## config.mk

```make
export PLATFORM = sky130hd
export DESIGN_NAME = maxpool2x2_stream
export DESIGN_NICKNAME = d
export VERILOG_FILES = /design/src/rtl/pool_pkg.sv /design/src/rtl/fp32_max.sv /design/src/rtl/maxpool2x2_stream.sv
export SDC_FILE = /design/constraint.sdc
export NUM_CORES = 1
export LEC_CHECK = 0
export ABC_AREA = 0
export CAP_MARGIN = 25
export CORE_UTILIZATION = 30
export CTS_CLUSTER_DIAMETER = 100
export DETAILED_ROUTE_END_ITERATION = 8
export DONT_BUFFER_PORTS = 1
export PLACE_DENSITY = 0.52
export SKIP_LAST_GASP = 1
export SLEW_MARGIN = 5
export SYNTH_ARGS = -nofsm -noshare
export SYNTH_HDL_FRONTEND = slang
export SYNTH_SLANG_ARGS = --single-unit
```

## constraint.sdc

```tcl
create_clock -name clk -period 7 [get_ports clk]
set_input_delay 0 -clock clk [delete_from_list [all_inputs] [get_ports clk]]
set_output_delay 0 -clock clk [all_outputs]
set_load 0.01 [all_outputs]
```

## src/rtl/pool_pkg.sv

```systemverilog
// Shared types and constants for the 2x2 stride-2 FP32 max-pooling stage.
// The optional RELU_FUSE_EN build macro is consumed by maxpool2x2_stream.
package pool_pkg;

    localparam int          FP32_BITS     = 32;
    localparam int          FP32_SIGN_BIT = 31;
    localparam logic [31:0] FP32_ZERO     = 32'h0000_0000;

    typedef logic [FP32_BITS-1:0] fp32_t;

    // Position of the current pixel inside its 2x2 window: {row[0], col[0]}.
    typedef enum logic [1:0] {
        PH_EVEN_EVEN = 2'b00,
        PH_EVEN_ODD  = 2'b01,
        PH_ODD_EVEN  = 2'b10,
        PH_ODD_ODD   = 2'b11
    } phase_e;

    // One pooled partial result is kept per pair of input columns.
    function automatic int linebuf_depth(input int width);
        return width / 2;
    endfunction

    // Counter width able to hold every value 0..limit.
    function automatic int cnt_width(input int limit);
        return (limit < 2) ? 1 : $clog2(limit + 1);
    endfunction

endpackage

```

## src/rtl/fp32_max.sv

```systemverilog
// Combinational FP32 maximum using a sign-magnitude compare.
// Signed zeros compare equal and the first operand is returned on ties.
module fp32_max
    import pool_pkg::*;
#(
    parameter int DATA_WIDTH = 32
) (
    input  logic [DATA_WIDTH-1:0] a,
    input  logic [DATA_WIDTH-1:0] b,
    output logic [DATA_WIDTH-1:0] y
);

    logic                  a_neg;
    logic                  b_neg;
    logic [DATA_WIDTH-2:0] a_mag;
    logic [DATA_WIDTH-2:0] b_mag;
    logic                  both_zero;
    logic                  b_wins;

    assign a_neg     = a[FP32_SIGN_BIT];
    assign b_neg     = b[FP32_SIGN_BIT];
    assign a_mag     = a[DATA_WIDTH-2:0];
    assign b_mag     = b[DATA_WIDTH-2:0];
    assign both_zero = (a_mag == '0) && (b_mag == '0);

    // NOTE: every branch of an always_comb must assign its outputs; the default
    // first line guarantees that and keeps the block free of inferred latches.
    always_comb begin
        b_wins = 1'b0;
        if (both_zero) begin
            b_wins = 1'b0;
        end else if (a_neg != b_neg) begin
            b_wins = a_neg;
        end else if (!a_neg) begin
            b_wins = (b_mag > a_mag);
        end else begin
            b_wins = (b_mag < a_mag);
        end
    end

    assign y = b_wins ? b : a;

endmodule

```

## src/rtl/maxpool2x2_stream.sv

```systemverilog
// Streaming 2x2 / stride-2 FP32 max pool over a raster-order feature map.
// Define RELU_FUSE_EN to clamp negative (and -0) pooled results to +0.
module maxpool2x2_stream
    import pool_pkg::*;
#(
    parameter int DATA_WIDTH = 32,
    parameter int WIDTH      = 56,
    parameter int HEIGHT     = 56
) (
    input  logic                  clk,
    input  logic                  rst,
    input  logic                  valid_in,
    input  logic [DATA_WIDTH-1:0] data_in,
    output logic                  valid_out,
    output logic [DATA_WIDTH-1:0] data_out,
    output logic                  frame_done
);

    localparam int LB_DEPTH  = linebuf_depth(WIDTH);
    localparam int LB_SLOTS  = (LB_DEPTH > 0) ? LB_DEPTH : 1;
    localparam int LB_AW     = (LB_SLOTS > 1) ? $clog2(LB_SLOTS) : 1;
    localparam int COL_W     = cnt_width(WIDTH);
    localparam int ROW_W     = cnt_width(HEIGHT);
    localparam int POOL_COLS = 2 * (WIDTH / 2);
    localparam int POOL_ROWS = 2 * (HEIGHT / 2);

    localparam logic [COL_W-1:0] COL_LAST     = COL_W'(WIDTH - 1);
    localparam logic [ROW_W-1:0] ROW_LAST     = ROW_W'(HEIGHT - 1);
    localparam logic [COL_W-1:0] POOL_COL_END = COL_W'(POOL_COLS);
    localparam logic [ROW_W-1:0] POOL_ROW_END = ROW_W'(POOL_ROWS);
    localparam logic [COL_W-1:0] WIN_COL_LAST = COL_W'((POOL_COLS > 0) ? POOL_COLS - 1 : 0);
    localparam logic [ROW_W-1:0] WIN_ROW_LAST = ROW_W'((POOL_ROWS > 0) ? POOL_ROWS - 1 : 0);

    logic [COL_W-1:0]      col_q, col_d;
    logic [ROW_W-1:0]      row_q, row_d;
    logic [DATA_WIDTH-1:0] hold_q, hold_d;
    logic [DATA_WIDTH-1:0] data_out_q, data_out_d;
    logic                  valid_out_q, valid_out_d;
    logic                  frame_done_q, frame_done_d;

    logic [DATA_WIDTH-1:0] linebuf_q [LB_SLOTS];
    logic [LB_AW-1:0]      lb_addr;
    logic [DATA_WIDTH-1:0] lb_rdata;
    logic                  lb_we;

    logic [DATA_WIDTH-1:0] max_row_y;
    logic [DATA_WIDTH-1:0] max_line_y;
    logic                  in_window;
    phase_e                phase;

    function automatic fp32_t relu_clamp(input fp32_t x);
`ifdef RELU_FUSE_EN
        return x[FP32_SIGN_BIT] ? FP32_ZERO : x;
`else
        return x;
`endif
    endfunction

    assign lb_addr   = LB_AW'(col_q >> 1);
    assign lb_rdata  = linebuf_q[lb_addr];
    assign in_window = (col_q < POOL_COL_END) && (row_q < POOL_ROW_END);
    assign phase     = phase_e'({row_q[0], col_q[0]});

    // Horizontal pair reduction: left pixel (held) against the right pixel.
    fp32_max #(.DATA_WIDTH(DATA_WIDTH)) u_max_row (
        .a (hold_q),
        .b (data_in),
        .y (max_row_y)
    );

    // Vertical reduction: upper-row pair result against the lower-left pixel.
    fp32_max #(.DATA_WIDTH(DATA_WIDTH)) u_max_line (
        .a (lb_rdata),
        .b (data_in),
        .y (max_line_y)
    );

    always_comb begin
        col_d        = col_q;
        row_d        = row_q;
        hold_d       = hold_q;
        data_out_d   = data_out_q;
        valid_out_d  = 1'b0;
        frame_done_d = 1'b0;
        lb_we        = 1'b0;

        if (valid_in) begin
            if (in_window) begin
                unique case (phase)
                    PH_EVEN_EVEN: hold_d = data_in;
                    PH_EVEN_ODD:  lb_we  = 1'b1;
                    PH_ODD_EVEN:  hold_d = max_line_y;
                    PH_ODD_ODD: begin
                        data_out_d   = relu_clamp(max_row_y);
                        valid_out_d  = 1'b1;
                        frame_done_d = (row_q == WIN_ROW_LAST) && (col_q == WIN_COL_LAST);
                    end
                    default: ;
                endcase
            end

            if (col_q == COL_LAST) begin
                col_d = '0;
                row_d = (row_q == ROW_LAST) ? '0 : row_q + ROW_W'(1);
            end else begin
                col_d = col_q + COL_W'(1);
            end
        end
    end

    // NOTE: state flops use non-blocking assignments so every flop samples the
    // pre-edge value of the others, matching real register behaviour.
    always_ff @(posedge clk) begin
        if (rst) begin
            col_q        <= '0;
            row_q        <= '0;
            hold_q       <= '0;
            data_out_q   <= '0;
            valid_out_q  <= 1'b0;
            frame_done_q <= 1'b0;
        end else begin
            col_q        <= col_d;
            row_q        <= row_d;
            hold_q       <= hold_d;
            data_out_q   <= data_out_d;
            valid_out_q  <= valid_out_d;
            frame_done_q <= frame_done_d;
        end
    end

    // NOTE: the line buffer is deliberately not reset; every entry is written on
    // the even row before the odd row reads it, and a reset port would stop it
    // mapping onto distributed RAM.
    always_ff @(posedge clk) begin
        if (lb_we && !rst) begin
            linebuf_q[lb_addr] <= max_row_y;
        end
    end

    assign valid_out  = valid_out_q;
    assign data_out   = data_out_q;
    assign frame_done = frame_done_q;

endmodule

```

==> flow_summary.toml, run 1 <==
[power]
power_density_nw_per_um2 = 273
leakage_nw = 14.5
ir_drop_mv = 0.164

[cts]
cts_max_path_buffers = 3
clk_pin_slew_ps = 60
ctsRootBufferMaster = "clkbuf_16"
worstSkewPairLatency_ps = 690
numCtsBuffers = 99
cts_resized = 0
cts_tree = "yes"
h-tree-depth = 3
clock-sinks = 979

[worst_setup_path]
worst_ep_required_time_ps = 7580
worstPathCellList = "buf_4, nor2b_1, a22o_1, a21oi_1, a211oi_1, ha_1, nand4_1, nor2_1, o21a_1, o31ai_1, o211ai_1, o2111ai_1, a21boi_2, buf_4, a21oi_1, o31a_1"
critical-path-max-stage-delay_ps = 930
worstSetupPathType = "flop to flop"
cp.arrival_ps = 6350
critPathCaptureType = "flop"
cp_slowest_cell = "dfxtp_4"
cp_num_buf_inv = 2
rrSetupSlack_ps = 1230
cp_top_family = "compound AO/OA/AOI/OAI gates"
startpoint_type = "flop"
crit_fanout = 37

[global_routing]
antenna_found_initial = 1
grt_pass1_wl_um = 172000
grt_max_degree = 100
grt_pass1_vias = 22900
grt_overflow = 0
grt_usage = 0.174

[timing]
setup_viol = 0
slew_headroom = 0.300
period_minus_slack_ps = 5770
fmax_ghz = 0.173
rsz0062_at_grt = "no"
timing.final.crit_share = 0.825
report.final.slew_viol_count = 0
worst_hold_slack_ps = 71.8
tns_ps = 0
worstMarginPinSlew_ps = 1050
hold_viol_final = 0
skew_ps = 39.3

[drt]
num_vias = 23100
drt_iter0_drc = 2379
wl_per_cell_um = 28.5
postRouteAntennaNets = 0
first_pass_iters = 9
drc = 14
via_per_inst = 5.43
drt-total-wl_um = 121000

[logic_synthesis]
async_flop_share = 0
yosysUniqueCellTypes = 69
avgSynthCellArea_um2 = 17.5
syn_area_um2 = 40600
syn_nets = 2414
synth_edf_count = 896
ys.flop_type = "edfxtp_1"
synth_warnings = 0
synth_seq_cells = 979
synth_xor_area_frac = 0.00194
synth_mux_area_frac = 0.133
synth-compound-area-share = 0.0665
synth_top_family_by_area = "multiplexers"
synth_fa_ha_area_frac = 0.0197
netlist_instances = 2315
yosysSeqAreaShare = 0.704
synthSimpleGateAreaFrac = 0.0522

[layout]
antennaDiodeCount = 0
post-route-util = 0.353
layout-drive-gt1-share = 0.204
syn_to_final_growth_pct = 16.4
fin_nets = 2508

[floorplan]
coreArea_um2 = 134000
die_area_um2 = 137000
die_h_um = 370
placementRows = 134
die_w_um = 370
start_util = 0.303
num_io_pins = 69

[placed_design]
finalWeightedCongestion = 0.876
dpl.hpwl_um = 69000
numPortBuffers = 0

[flow_run]
drv_cap = 0

[status]
status = "finished with violations"
violations = "DRC"

[min_path]
hold_class = "primary input to flop"
-- logic make-up (layout without fill, tap and decap cells) --
| kind of cell | count (synthesis) | count (layout) |
|---|---|---|
| AOI/OAI and AO/OA | 370 | 370 |
| xor gates and xnor gates | 9 | 9 |
| adders and majority gates | 64 | 64 |
| buffers and inverters | 190 | 365 |
| DFF | 979 | 979 |
| muxes | 288 | 288 |
| and+or+nand+nor | 415 | 415 |
-- flip-flops by register name (all words and copies together) (netlist names), named ones only --
register    cells
frame_done      1
row_q           6
hold_q         32
col_q           6
data_out       32
valid_out       1
linebuf_q     896
-- per-layer routing --
layer,wire [um],up-vias,global-route usage
met5,0,-,0
met4,2680,0,0.0467
met3,8160,162,0.0251
met2,56500,917,0.277
met1,53800,12400,0.249
li1,-,9698,-
-- synth_stat cells (all sizes together) (45+ instances only) --
master | number | area share
buf | 71 | 0.012
clkbuf | 82 | 0.0076
mux2i | 80 | 0.020
dfxtp | 83 | 0.041
mux4 | 201 | 0.11
nand2 | 68 | 0.0063
ha | 64 | 0.020
nand3 | 79 | 0.0097
edfxtp | 896 | 0.66
nor2 | 105 | 0.0098
a22o | 45 | 0.0097
a21oi | 86 | 0.011
-- where the power goes --
| group | internal [mW] | total, mW | switching [mW] |
|---|---|---|---|
| combinational | 0.301 | 0.847 | 0.546 |
| clock | 3.19 | 5.47 | 2.28 |
| sequential | 6.53 | 6.58 | 0.0455 |
-- tightest hold or removal path: cells and delay by family --
family / cells / cell delay, ps
and+or+nand+nor: 1 / 100
AOI/OAI and AO/OA: 4 / 380
buffers and inverters: 1 / 220
-- cell type report --
cell class / instances / area [um^2]
tap: 1768 / 2210
clock buffer: 112 / 2530
inverter: 37 / 139
timing repair buffer: 146 / 1620
fill: 12500 / 86600
multi-input combinational: 1146 / 11400
sequential: 979 / 28600
clock inverter: 70 / 800
-- through the flow --
step	cell area (um^2)	total power, mW	std cells	worst slack (ps)
2_1_floorplan	40600	7.17	2315	2930
6_report	47200	12.9	4258	1230
5_1_grt	47200	13.3	4258	960
3_5_place_dp	43000	7.44	4007	1280
4_1_cts	46700	12.9	4228	1250
3_3_place_gp	42900	7.39	4000	1280
-- path summary, 6_finish.rpt --
| kind | end | cells past startpoint | from |
|---|---|---|---|
| max reg2reg | hold_q[24] | 16 | flop |
| min reg2reg | row_q[5] | 2 | row_q[5] |
| min | data_out[15] | 6 | data_in[31] |
| max | hold_q[24] | 16 | flop |
-- placed cells by master, fill, tap and decap left out, types with 25 or more instances in the layout --
cell type,netlist,layout
a211oi_1,38,38
a21oi_1,86,86
a22o_1,45,45
a22oi_1,26,26
a311oi_1,33,32
buf_4,12,65
clkbuf_16,0,102
dfxtp_1,83,78
dlygate4sd3_1,0,52
edfxtp_1,896,896
ha_1,64,64
inv_1,36,36
mux2i_1,80,80
mux4_2,201,201
nand2_1,68,68
nand3_1,79,79
nand4_1,29,29
nor2_1,104,75
nor2_4,0,28
o21ai_0,25,25
or3_1,28,28
-- what timing repair did --
action                                 CTS  global route
hold buffers                            39            14
endpoints found under the hold margin  139           385
setup buffers                            0             0
No activity file was read; power rests on OpenSTA's default activity.
==> run 2: changes to the inputs <==
--- a/config.mk
+++ b/config.mk
@@ -11,7 +11,7 @@
 export CTS_CLUSTER_DIAMETER = 100
 export DETAILED_ROUTE_END_ITERATION = 8
 export DONT_BUFFER_PORTS = 1
-export PLACE_DENSITY = 0.52
+export PLACE_DENSITY = 0.53
 export SKIP_LAST_GASP = 1
 export SLEW_MARGIN = 5
 export SYNTH_ARGS = -nofsm -noshare
==> constraint.sdc (replaced) <==
create_clock -name clk -period 4.8 [get_ports clk]
set_input_delay 0 -clock clk [delete_from_list [all_inputs] [get_ports clk]]
set_output_delay 0 -clock clk [all_outputs]
set_load 0.01 [all_outputs]
==> run 2 against run 1 <==
The flow still finishes with violations (DRC). Non-clock buffer count rose by 80. Critical path type unchanged. Sequential power rose by 45%. Via count grew 2.6%. Flip-flop and latch count is the same. Global-route usage is 0.21 points higher.
==> flow_summary.toml, run 2 (synthesis gave the netlist of run 1 again) <==
[worst_setup_path]
crit_fanout = 26
worstPathCellList = "buf_12, mux4_2, mux2i_1, o22ai_1, a221oi_4, ha_1, a211oi_1, a21oi_1, o31ai_1, o211ai_1, o2111ai_1, a21boi_2, buf_4, buf_4, nand3_1, o311ai_1"
worst_ep_required_time_ps = 5360
critPathCaptureType = "flop"
critical-path-max-stage-delay_ps = 580
worstSetupPathType = "flop to flop"
startpoint_type = "flop"
cp_common_cell = "buf_4"
cp_slowest_cell = "dfxtp_4"
cp.arrival_ps = 5060
reg2reg_depth = 16

[cts]
numCtsBuffers = 100
h-tree-depth = 3
cts_max_path_buffers = 3
ctsRootBufferMaster = "clkbuf_16"
clock-sinks = 979
post_cts_buffers = 0
cts_tree = "yes"
clk_pin_slew_ps = 60
worstSkewPairLatency_ps = 680

[global_routing]
grt.met2_usage = 0.284
grt_max_degree = 100
grtUsageMet1 = 0.250
grt_pass1_wl_um = 174000
gr-max-usage-layer = "met2"
grt_overflow = 0
antenna_found_initial = 4
use_met3 = 0.0251
grt_pass1_vias = 23600
grt_usage = 0.176

[timing]
slew_headroom = 0.295
fin_ws_ps = 300
timing.final.crit_share = 0.937
hold_viol_final = 0
period_minus_slack_ps = 4500
tns_ps = 0
report.final.slew_viol_count = 0
worstMarginPinSlew_ps = 1060
skew_ps = 36.1
rsz0062_at_grt = "no"
setup_viol = 0
fmax_ghz = 0.222

[flow_run]
drv_cap = 0

[power]
leakage_nw = 14.9
power_density_nw_per_um2 = 386
ir_drop_mv = 0.289

[layout]
fin_nets = 2589
top_register = "linebuf_q"
layout_commonest_cell = "edfxtp_1"
final_cell_mix = "edfxtp_1, mux4_2, buf_4"
multi_input_area_um2 = 11400
register_area_um2 = 28600
largest_register_ffs = 896
layout-drive-gt1-share = 0.220
antennaDiodeCount = 0
num-fill-cells = 12400
syn_to_final_growth_pct = 18.0

[floorplan]
placementRows = 134
num_io_pins = 69
die_area_um2 = 137000
coreArea_um2 = 134000
die_h_um = 370
start_util = 0.303
die_w_um = 370

[drt]
postRouteAntennaNets = 0
drc = 15
num_vias = 23700
first_pass_iters = 9
drt-total-wl_um = 122000
via_per_inst = 5.46
wl_per_cell_um = 28.2
drt_iter0_drc = 2595

[status]
violations = "DRC"
status = "finished with violations"

[min_path]
whs_path_depth = 6
hold_class = "primary input to flop"

[placed_design]
dpl.hpwl_um = 71400
finalWeightedCongestion = 0.868
numPortBuffers = 0
dp_slack_ps = 353
==> run 2: critical path: cells and delay by family, from the launching register on <==
| family | cells | cell delay, ps |
|---|---|---|
| AO/OA/AOI/OAI | 9 | 1880 |
| multiplexers | 2 | 750 |
| buffers and inverters | 3 | 700 |
| flip-flops | 1 | 580 |
| adder cells (fa/ha/maj) | 1 | 340 |
| AND/OR/NAND/NOR | 1 | 90 |
==> run 2: final timing paths <==
kind                     from      endpoint  slack [ps]
setup reg to reg         flop    hold_q[27]         300
setup / recovery         flop    hold_q[27]         300
hold / removal    data_in[31]  data_out[18]          90
hold reg to reg    hold_q[16]  data_out[16]         550
==> run 2: stage by stage <==
step                hold slack, ps  std cells  area [um^2]  utilization  total power, mW
floorplan                      226       2315        40600            -             10.5
global placement              80.7       4073        43600        0.326             10.8
detailed placement            83.6       4077        43700        0.327             10.9
CTS                           51.6       4311        47400        0.354             18.5
global route                  80.5       4341        47900        0.358             19.0
finish                        93.1       4341        47900        0.358             18.5
==> run 2: metal layers <==
layer,part of all wire,up-vias
met2,0.47,1050
li1,-,9876
met1,0.44,12600
met4,0.022,0
met5,0,-
met3,0.073,164
==> run 2: layout make-up <==
| class | count | area share |
|---|---|---|
| timing repair buffer | 226 | 0.0510 |
| multi-input combinational | 1146 | 0.237 |
| clock buffer | 124 | 0.0550 |
| sequential | 979 | 0.597 |
| clock inverter | 61 | 0.0112 |
| tap | 1768 | 0.0462 |
| inverter | 37 | 0.00290 |
==> run 2: power by group <==
part / total (mW) / switching, mW / internal [mW]
clock: 7.61 / 3.28 / 4.33
sequential: 9.57 / 0.0496 / 9.52
combinational: 1.31 / 0.827 / 0.479
total: 18.5 / 4.16 / 14.3
==> run 2: what timing repair did <==
item | 4_1_cts | 5_1_grt
resized for setup | 0 | 0
hold buffers | 49 | 14
hold endpoints to repair | 170 | 368
